**config.mk**
```make
export PLATFORM = sky130hd
export DESIGN_NAME = ccff_loader_flat
export DESIGN_NICKNAME = d
export VERILOG_FILES = /design/src/rtl/ccff_loader_if.sv /design/src/rtl/ccff_loader.sv /design/src/flat_wrapper.sv
export SDC_FILE = /design/constraint.sdc
export NUM_CORES = 1
export LEC_CHECK = 0
export ABC_AREA = 1
export CORE_ASPECT_RATIO = 1.1
export CORE_MARGIN = 2
export CORE_UTILIZATION = 35
export DETAILED_ROUTE_END_ITERATION = 10
export PLACE_DENSITY_LB_ADDON = 0.1
export SKIP_CTS_REPAIR_TIMING = 1
export SYNTH_ARGS = -nofsm -noshare
export SYNTH_HDL_FRONTEND = slang
export SYNTH_SLANG_ARGS = --single-unit
export TNS_END_PERCENT = 1
```
**constraint.sdc**
```tcl
create_clock -name prog_clk -period 1.5 [get_ports prog_clk]
set_input_delay 0.375 -clock prog_clk [delete_from_list [all_inputs] [get_ports prog_clk]]
set_output_delay 0.375 -clock prog_clk [all_outputs]
set_load 0.03 [all_outputs]
```
**src/rtl/ccff_loader_if.sv**
```systemverilog
// ccff_loader_if: host word channel of the configuration-chain loader.
//
// Signals:
//   word_data  - configuration word, MSB shifted into the chain first
//   word_valid - host has a word on word_data
//   word_ready - loader takes the word on this prog_clk edge
//
// Modports:
//   master - host side (drives data/valid, observes ready)
//   slave  - loader side (observes data/valid, drives ready)

interface ccff_loader_if #(
    parameter int WORD_W = 8
);
    logic [WORD_W-1:0] word_data;
    logic              word_valid;
    logic              word_ready;

    modport master (
        output word_data,
        output word_valid,
        input  word_ready
    );

    modport slave (
        input  word_data,
        input  word_valid,
        output word_ready
    );
endinterface

```
**src/rtl/ccff_loader.sv**
```systemverilog
// ccff_loader: host-side driver for the fabric configuration chain (ccff).
//
// Takes configuration words from the host channel and serialises them
// MSB-first onto ccff_head, qualifying each chain shift with ccff_clk_en
// (which gates the chain's prog_clk). With VERIFY_EN set, the chain is then
// recirculated tail->head for one full chain length and a CRC-8 of the
// returned bits is compared with the CRC-8 of the loaded bits.
//
// Ports:
//   prog_clk    - configuration clock, all state on its rising edge
//   pReset      - synchronous active-high reset, wins over everything
//   start       - begin a load (only honoured in IDLE/DONE)
//   abort       - cancel a load/verify in progress
//   word_if     - host word channel (slave side)
//   ccff_head   - serial bit into the chain
//   ccff_clk_en - chain shifts on this edge
//   ccff_tail   - serial bit out of the deepest chain flop
//   busy        - FETCH, SHIFT or VERIFY active
//   done        - load (and verify) finished cleanly or with CRC mismatch
//   error       - CRC mismatch or abort
//   bit_count   - bits shifted in the current pass
//
// state  | meaning
// -------+--------------------------------------------------------------
// IDLE   | after reset, waiting for start
// FETCH  | word_ready high, waiting for the next host word; chain holds
// SHIFT  | shifting the current word onto ccff_head, one bit per edge
// VERIFY | recirculating tail->head, accumulating the readback CRC
// DONE   | finished or aborted; done/error held until the next start

module ccff_loader #(
    parameter int WORD_W    = 8,
    parameter int CHAIN_LEN = 16,
    parameter int VERIFY_EN = 1,
    parameter int CNT_W     = $clog2(CHAIN_LEN + 1)
) (
    input  logic             prog_clk,
    input  logic             pReset,
    input  logic             start,
    input  logic             abort,
    ccff_loader_if.slave     word_if,
    output logic             ccff_head,
    output logic             ccff_clk_en,
    input  logic             ccff_tail,
    output logic             busy,
    output logic             done,
    output logic             error,
    output logic [CNT_W-1:0] bit_count
);

    localparam int               IDX_W    = (WORD_W > 1) ? $clog2(WORD_W) : 1;
    localparam logic [IDX_W-1:0] IDX_LAST = IDX_W'(WORD_W - 1);
    localparam logic [CNT_W-1:0] CNT_LAST = CNT_W'(CHAIN_LEN - 1);
    localparam logic [7:0]       CRC_INIT = 8'hFF;

    typedef enum logic [2:0] {
        S_IDLE,
        S_FETCH,
        S_SHIFT,
        S_VERIFY,
        S_DONE
    } state_t;

    state_t            state;
    logic [WORD_W-1:0] sreg;
    logic [IDX_W-1:0]  idx;
    logic [7:0]        crc_tx;
    logic [7:0]        crc_rb;
    logic              word_ready_q;

    // CRC-8, poly x^8+x^2+x+1, one bit per call, MSB-first.
    function automatic logic [7:0] crc8_step(input logic [7:0] crc, input logic din);
        logic fb;
        fb = crc[7] ^ din;
        return {crc[6:0], 1'b0} ^ (fb ? 8'h07 : 8'h00);
    endfunction

    assign word_if.word_ready = word_ready_q;

    // The head bit must be valid in the same cycle the chain clock is enabled,
    // so it is taken straight from the shift register / recirculated tail.
    always_comb begin
        ccff_head = 1'b0;
        if (state == S_SHIFT) begin
            ccff_head = sreg[WORD_W-1];
        end else if (state == S_VERIFY) begin
            ccff_head = ccff_tail;
        end
    end

    always_ff @(posedge prog_clk) begin
        if (pReset) begin
            state        <= S_IDLE;
            sreg         <= '0;
            idx          <= '0;
            crc_tx       <= CRC_INIT;
            crc_rb       <= CRC_INIT;
            word_ready_q <= 1'b0;
            ccff_clk_en  <= 1'b0;
            busy         <= 1'b0;
            done         <= 1'b0;
            error        <= 1'b0;
            bit_count    <= '0;
        end else begin
            case (state)
                S_IDLE, S_DONE: begin
                    if (start) begin
                        state        <= S_FETCH;
                        bit_count    <= '0;
                        done         <= 1'b0;
                        error        <= 1'b0;
                        crc_tx       <= CRC_INIT;
                        crc_rb       <= CRC_INIT;
                        word_ready_q <= 1'b1;
                        busy         <= 1'b1;
                    end
                end

                S_FETCH: begin
                    if (abort) begin
                        state        <= S_DONE;
                        word_ready_q <= 1'b0;
                        ccff_clk_en  <= 1'b0;
                        busy         <= 1'b0;
                        done         <= 1'b0;
                        error        <= 1'b1;
                    end else if (word_if.word_valid) begin
                        state        <= S_SHIFT;
                        sreg         <= word_if.word_data;
                        idx          <= IDX_LAST;
                        word_ready_q <= 1'b0;
                        ccff_clk_en  <= 1'b1;
                    end
                end

                S_SHIFT: begin
                    if (abort) begin
                        state        <= S_DONE;
                        word_ready_q <= 1'b0;
                        ccff_clk_en  <= 1'b0;
                        busy         <= 1'b0;
                        done         <= 1'b0;
                        error        <= 1'b1;
                    end else begin
                        sreg      <= sreg << 1;
                        bit_count <= bit_count + CNT_W'(1);
                        crc_tx    <= crc8_step(crc_tx, sreg[WORD_W-1]);
                        // Chain full takes priority over word exhaustion: any
                        // bits left in the current word are dropped.
                        if (bit_count == CNT_LAST) begin
                            if (VERIFY_EN != 0) begin
                                state     <= S_VERIFY;
                                bit_count <= '0;
                            end else begin
                                state       <= S_DONE;
                                ccff_clk_en <= 1'b0;
                                busy        <= 1'b0;
                                done        <= 1'b1;
                            end
                        end else if (idx == '0) begin
                            state        <= S_FETCH;
                            word_ready_q <= 1'b1;
                            ccff_clk_en  <= 1'b0;
                        end else begin
                            idx <= idx - IDX_W'(1);
                        end
                    end
                end

                S_VERIFY: begin
                    if (abort) begin
                        state        <= S_DONE;
                        word_ready_q <= 1'b0;
                        ccff_clk_en  <= 1'b0;
                        busy         <= 1'b0;
                        done         <= 1'b0;
                        error        <= 1'b1;
                    end else begin
                        crc_rb    <= crc8_step(crc_rb, ccff_tail);
                        bit_count <= bit_count + CNT_W'(1);
                        if (bit_count == CNT_LAST) begin
                            // Compare against the CRC including this final bit.
                            state       <= S_DONE;
                            ccff_clk_en <= 1'b0;
                            busy        <= 1'b0;
                            done        <= 1'b1;
                            error       <= (crc8_step(crc_rb, ccff_tail) != crc_tx);
                        end
                    end
                end

                default: begin
                    state        <= S_IDLE;
                    word_ready_q <= 1'b0;
                    ccff_clk_en  <= 1'b0;
                    busy         <= 1'b0;
                    done         <= 1'b0;
                    error        <= 1'b0;
                end
            endcase
        end
    end

endmodule

```
**src/flat_wrapper.sv**
```systemverilog
// flat-port wrapper written by rule: the top's interface ports become plain ports
module ccff_loader_flat 
#(
    parameter int WORD_W    = 8,
    parameter int CHAIN_LEN = 16,
    parameter int VERIFY_EN = 1,
    parameter int CNT_W     = $clog2(CHAIN_LEN + 1)
)
  (prog_clk, pReset, start, abort, ccff_head, ccff_clk_en, ccff_tail, busy, done, error, bit_count, word_if_word_data, word_if_word_valid, word_if_word_ready);
  ccff_loader_if #(.WORD_W(WORD_W)) word_if_i ();
  input  logic prog_clk;
  input  logic pReset;
  input  logic start;
  input  logic abort;
  output logic ccff_head;
  output logic ccff_clk_en;
  input  logic ccff_tail;
  output logic busy;
  output logic done;
  output logic error;
  output logic [CNT_W-1:0] bit_count;
  input wire logic [$bits(word_if_i.word_data)-1:0] word_if_word_data;
  input wire logic [$bits(word_if_i.word_valid)-1:0] word_if_word_valid;
  output wire logic [$bits(word_if_i.word_ready)-1:0] word_if_word_ready;
  assign word_if_i.word_data = word_if_word_data;
  assign word_if_i.word_valid = word_if_word_valid;
  assign word_if_word_ready = word_if_i.word_ready;
  ccff_loader #(.WORD_W(WORD_W), .CHAIN_LEN(CHAIN_LEN), .VERIFY_EN(VERIFY_EN), .CNT_W(CNT_W)) u_core (.prog_clk(prog_clk), .pReset(pReset), .start(start), .abort(abort), .word_if(word_if_i), .ccff_head(ccff_head), .ccff_clk_en(ccff_clk_en), .ccff_tail(ccff_tail), .busy(busy), .done(done), .error(error), .bit_count(bit_count));
endmodule
```
==> flow_metrics.env <==
export IMPL_status="finished, violations left"
export IMPL_violations="setup timing"
export IMPL_yosysTopAreaCell="dfxtp_1"
export IMPL_pre_cts_ws_ns=-0.3254
export IMPL_finalCriticalPeriod_ns=1.688
export IMPL_finalHoldViolations=0
export IMPL_power_share_combinational_pct=29.2
export IMPL_synth_top_family_by_area="simple AND/OR/NAND/NOR gates"
export IMPL_die_x_um=79.67
export IMPL_startpoint="u_core.state[1]$_SDFFE_PP0P_"
export IMPL_ys_seq_area_share_pct=36.32
export IMPL_worstSkewPairLatency_ns=0.30
export IMPL_required_ns=1.12
export IMPL_path_class="register to output port"
export IMPL_die_h_um=87.24
export IMPL_yosysTopAreaCellShare_pct=36.32
export IMPL_finalSetupViolCount=10
export IMPL_ys_ff_latch=40
export IMPL_crit_arrival_ns=1.31
export IMPL_slew_viol_final=0
export IMPL_p_per_area_mw_per_mm2=1109
export IMPL_max_stage_delay_ns=0.33
export IMPL_cts_max_path_buffers=2
export IMPL_crit_path_start_kind="register"
export IMPL_instances_no_fill=457
export IMPL_critPathMaxFanout=3
export IMPL_dp_hpwl_um=4087
export IMPL_intPower_mw=2.155
export IMPL_critPathBufInv=3
export IMPL_gp_congestion=0.8294
export IMPL_rows=30
export IMPL_routedWlPerCell_um=11.91
export IMPL_leakage_nw=1.503
export IMPL_io_pins=25
export IMPL_fin_crit_sh_pct=112.5
export IMPL_grt_overflow=0
export IMPL_drv_cap=0
export IMPL_grt_max_degree=25
export IMPL_numPortBuffers=24
export IMPL_grt_pass1_vias=2045
export IMPL_whs_ns=0.4286
export IMPL_ir_drop_uv=439.3
export IMPL_placedCellCount=450
export IMPL_vias=2163
export IMPL_netlist_area_sq_mm=0.002205
export IMPL_finalWorstSetupSlack_ns=-0.1877
export IMPL_max_slew_margin_pct=78.50
export IMPL_muxShareOfSynthArea_pct=0
export IMPL_hold_class="register to register"
export IMPL_dieArea_sq_mm=0.006950
export IMPL_drtIter0Drc=63
export IMPL_track_usage_pct=16.61
export IMPL_rsz0062_at_grt="yes"
export IMPL_cp_top_family="buffers and inverters"
export IMPL_net_switching_power_mw=1.062
export IMPL_switching_share_pct=33.01
export IMPL_drtPass1Iterations=4
export IMPL_drc=0
export IMPL_synthesis_nets=351
export IMPL_synthTopCellsByArea="dfxtp_1 36%, nand2_1 16%, o21ai_0 6.6%, inv_1 6.5%, nor2_1 6.3%"
export IMPL_cts_tree="yes"
export IMPL_crit_path_end_kind="output port"
export IMPL_numCtsBuffers=5
export IMPL_clock_skew_ns=0.006214
export IMPL_grt_first_pass_wirelength_um=9032
export IMPL_antenna_found_initial=0
export IMPL_slowest_stage="dfxtp_1"
export IMPL_htree_levels=2
export IMPL_drive_above_1_share_pct=18.83
export IMPL_pwr_share_seq_pct=40.4
export IMPL_yosys_area_share_simple_pct=32.97
export IMPL_crit_chain="inv_1, nor2_4, nand2_2, buf_4, o22ai_4, buf_6"
export IMPL_via_per_inst=4.733
export IMPL_syn_area_per_cell_sq_um=6.640
export IMPL_layout_nets=396
export IMPL_ys_warn_count=0
export IMPL_synth_xor_xnor_area_share_pct=0.3973
export IMPL_hp_start="u_core.idx[0]$_SDFFE_PP0P_"
export IMPL_path_clk_slew_ns=0.08
export IMPL_synth_adder_area_share_pct=2.838
export IMPL_ant_nets=0
export IMPL_synth_compound_area_share_pct=16.80
export IMPL_num_antenna_cells=0
export IMPL_clock_fmax_mhz=592.5
export IMPL_start_util_pct=36.03
export IMPL_n_fill_cell=658
export IMPL_ys_types=30
export IMPL_worst_pin_slew_ns=0.3220
export IMPL_area_delta_synth_final_pct=31.56
export IMPL_core_area_sq_mm=0.006118
export IMPL_pwr_share_clk_pct=30.4
export IMPL_cts_sinks=40
export IMPL_netlist_instances=332
export IMPL_r2r_start="u_core.bit_count[0]$_SDFFE_PP0P_"
export IMPL_routed_wl_um=5445
export IMPL_cts_root_buf="clkbuf_8"
-- power by group through the flow --
stage	clock network (mW)	registers [mW]	logic (mW)
after floorplan	0	1.34	0.632
after global placement	0	1.32	0.921
after detailed placement	0	1.32	0.928
after CTS	1.00	1.29	0.935
after global routing	1.05	1.32	1.07
final	0.977	1.30	0.941
-- per-stage QoR --
stage / utilization, % / power [mW] / setup TNS (ns) / instance area (sq um)
after floorplan: - / 1.970 / -0.01103 / 2243
after global placement: 44.17 / 2.238 / -9.038 / 2703
after global routing: 47.40 / 3.435 / -2.964 / 2900
final: 47.40 / 3.217 / -0.3716 / 2900
after CTS: 46.20 / 3.230 / -4.477 / 2826
after detailed placement: 44.17 / 2.247 / -9.533 / 2703
-- worst register-to-register path, delay by kind of cell (launching register included) --
kind / cells / cell delay (ns)
buffers and inverters: 2 / 0.12
AOI/OAI and AO/OA: 1 / 0.11
DFF: 1 / 0.36
adders and majority gates: 2 / 0.37
and+or+nand+nor: 5 / 0.53
-- cell usage in the layout (no fill, tap or decap), types with 2 or more instances in the layout --
| cell type | n |
|---|---|
| clkdlybuf4s50_1 | 13 |
| dfxtp_4 | 2 |
| nor2_2 | 5 |
| inv_1 | 36 |
| nand2_4 | 5 |
| nand2_2 | 5 |
| o211ai_1 | 12 |
| a21oi_1 | 17 |
| clkbuf_8 | 5 |
| nor2_1 | 34 |
| nand3_1 | 18 |
| nand2_1 | 92 |
| a21oi_2 | 3 |
| buf_4 | 23 |
| ha_1 | 3 |
| o21ai_0 | 20 |
| dfxtp_1 | 35 |
| inv_2 | 5 |
| o21ai_1 | 10 |
| nor2_4 | 3 |
| dlymetal6s2s_1 | 10 |
| dfxtp_2 | 3 |
| nand3_2 | 2 |
-- sequential cells by signal, indices dropped and copies added (netlist names) --
| name | cells |
|---|---|
| u_core.crc_rb | 8 |
| u_core.crc_tx | 8 |
| u_core.done | 1 |
| u_core.idx | 3 |
| u_core.ccff_clk_en | 1 |
| u_core.state | 3 |
| u_core.error | 1 |
| u_core.busy | 1 |
| u_core.bit_count | 5 |
| u_core.sreg | 8 |
| u_core.word_if.word_ready | 1 |
-- synth_stat cells --
| master | n |
|---|---|
| a211oi_1 | 1 |
| a21oi_1 | 18 |
| a21oi_2 | 2 |
| and3_1 | 1 |
| buf_4 | 3 |
| buf_6 | 3 |
| clkbuf_1 | 4 |
| clkinv_1 | 1 |
| dfxtp_1 | 40 |
| ha_1 | 5 |
| inv_1 | 38 |
| inv_2 | 3 |
| inv_4 | 1 |
| nand2_1 | 93 |
| nand2_2 | 6 |
| nand2_4 | 3 |
| nand3_1 | 19 |
| nand3_2 | 1 |
| nand3b_1 | 1 |
| nor2_1 | 37 |
| nor2_2 | 4 |
| nor2_4 | 1 |
| nor3_1 | 1 |
| nor3b_1 | 1 |
| o211ai_1 | 12 |
| o21ai_0 | 29 |
| o21ai_1 | 1 |
| o21ai_2 | 1 |
| o22ai_1 | 1 |
| xnor2_1 | 1 |
-- worst paths after layout --
check | end | slack (ns) | depth (start not counted)
hold reg to reg | u_core.idx[0]$_SDFFE_PP0P_ | 0.43 | 1
hold / removal | u_core.idx[0]$_SDFFE_PP0P_ | 0.43 | 1
setup reg to reg | u_core.done$_SDFFE_PP0P_ | -0.05 | 10
setup / recovery | ccff_head | -0.19 | 6
-- routing by layer --
metal	share of wire [%]	track usage [%]	vias up
met2	48	28.04	21
li1	-	-	1149
met5	0	0	-
met4	1.7	5.956	0
met1	48	20.89	985
met3	2.1	3.423	8
-- kinds of logic after synthesis --
group | Yosys count
xor+xnor | 1
compound gates | 65
buf+inv | 53
fa+ha+maj | 5
flops | 40
simple gates | 168
-- layout make-up --
type,count,area [sq um],area share (%)
repair buffers,48,459.2,15.83
multi-input cells,239,1241,42.80
inverters,43,163.9,5.651
well taps,80,100.1,3.451
flip-flops and latches,40,812.0,28.00
clock inverters,1,30.03,1.035
clock buffers,6,93.84,3.236
No activity file was read; power rests on OpenSTA's default activity.
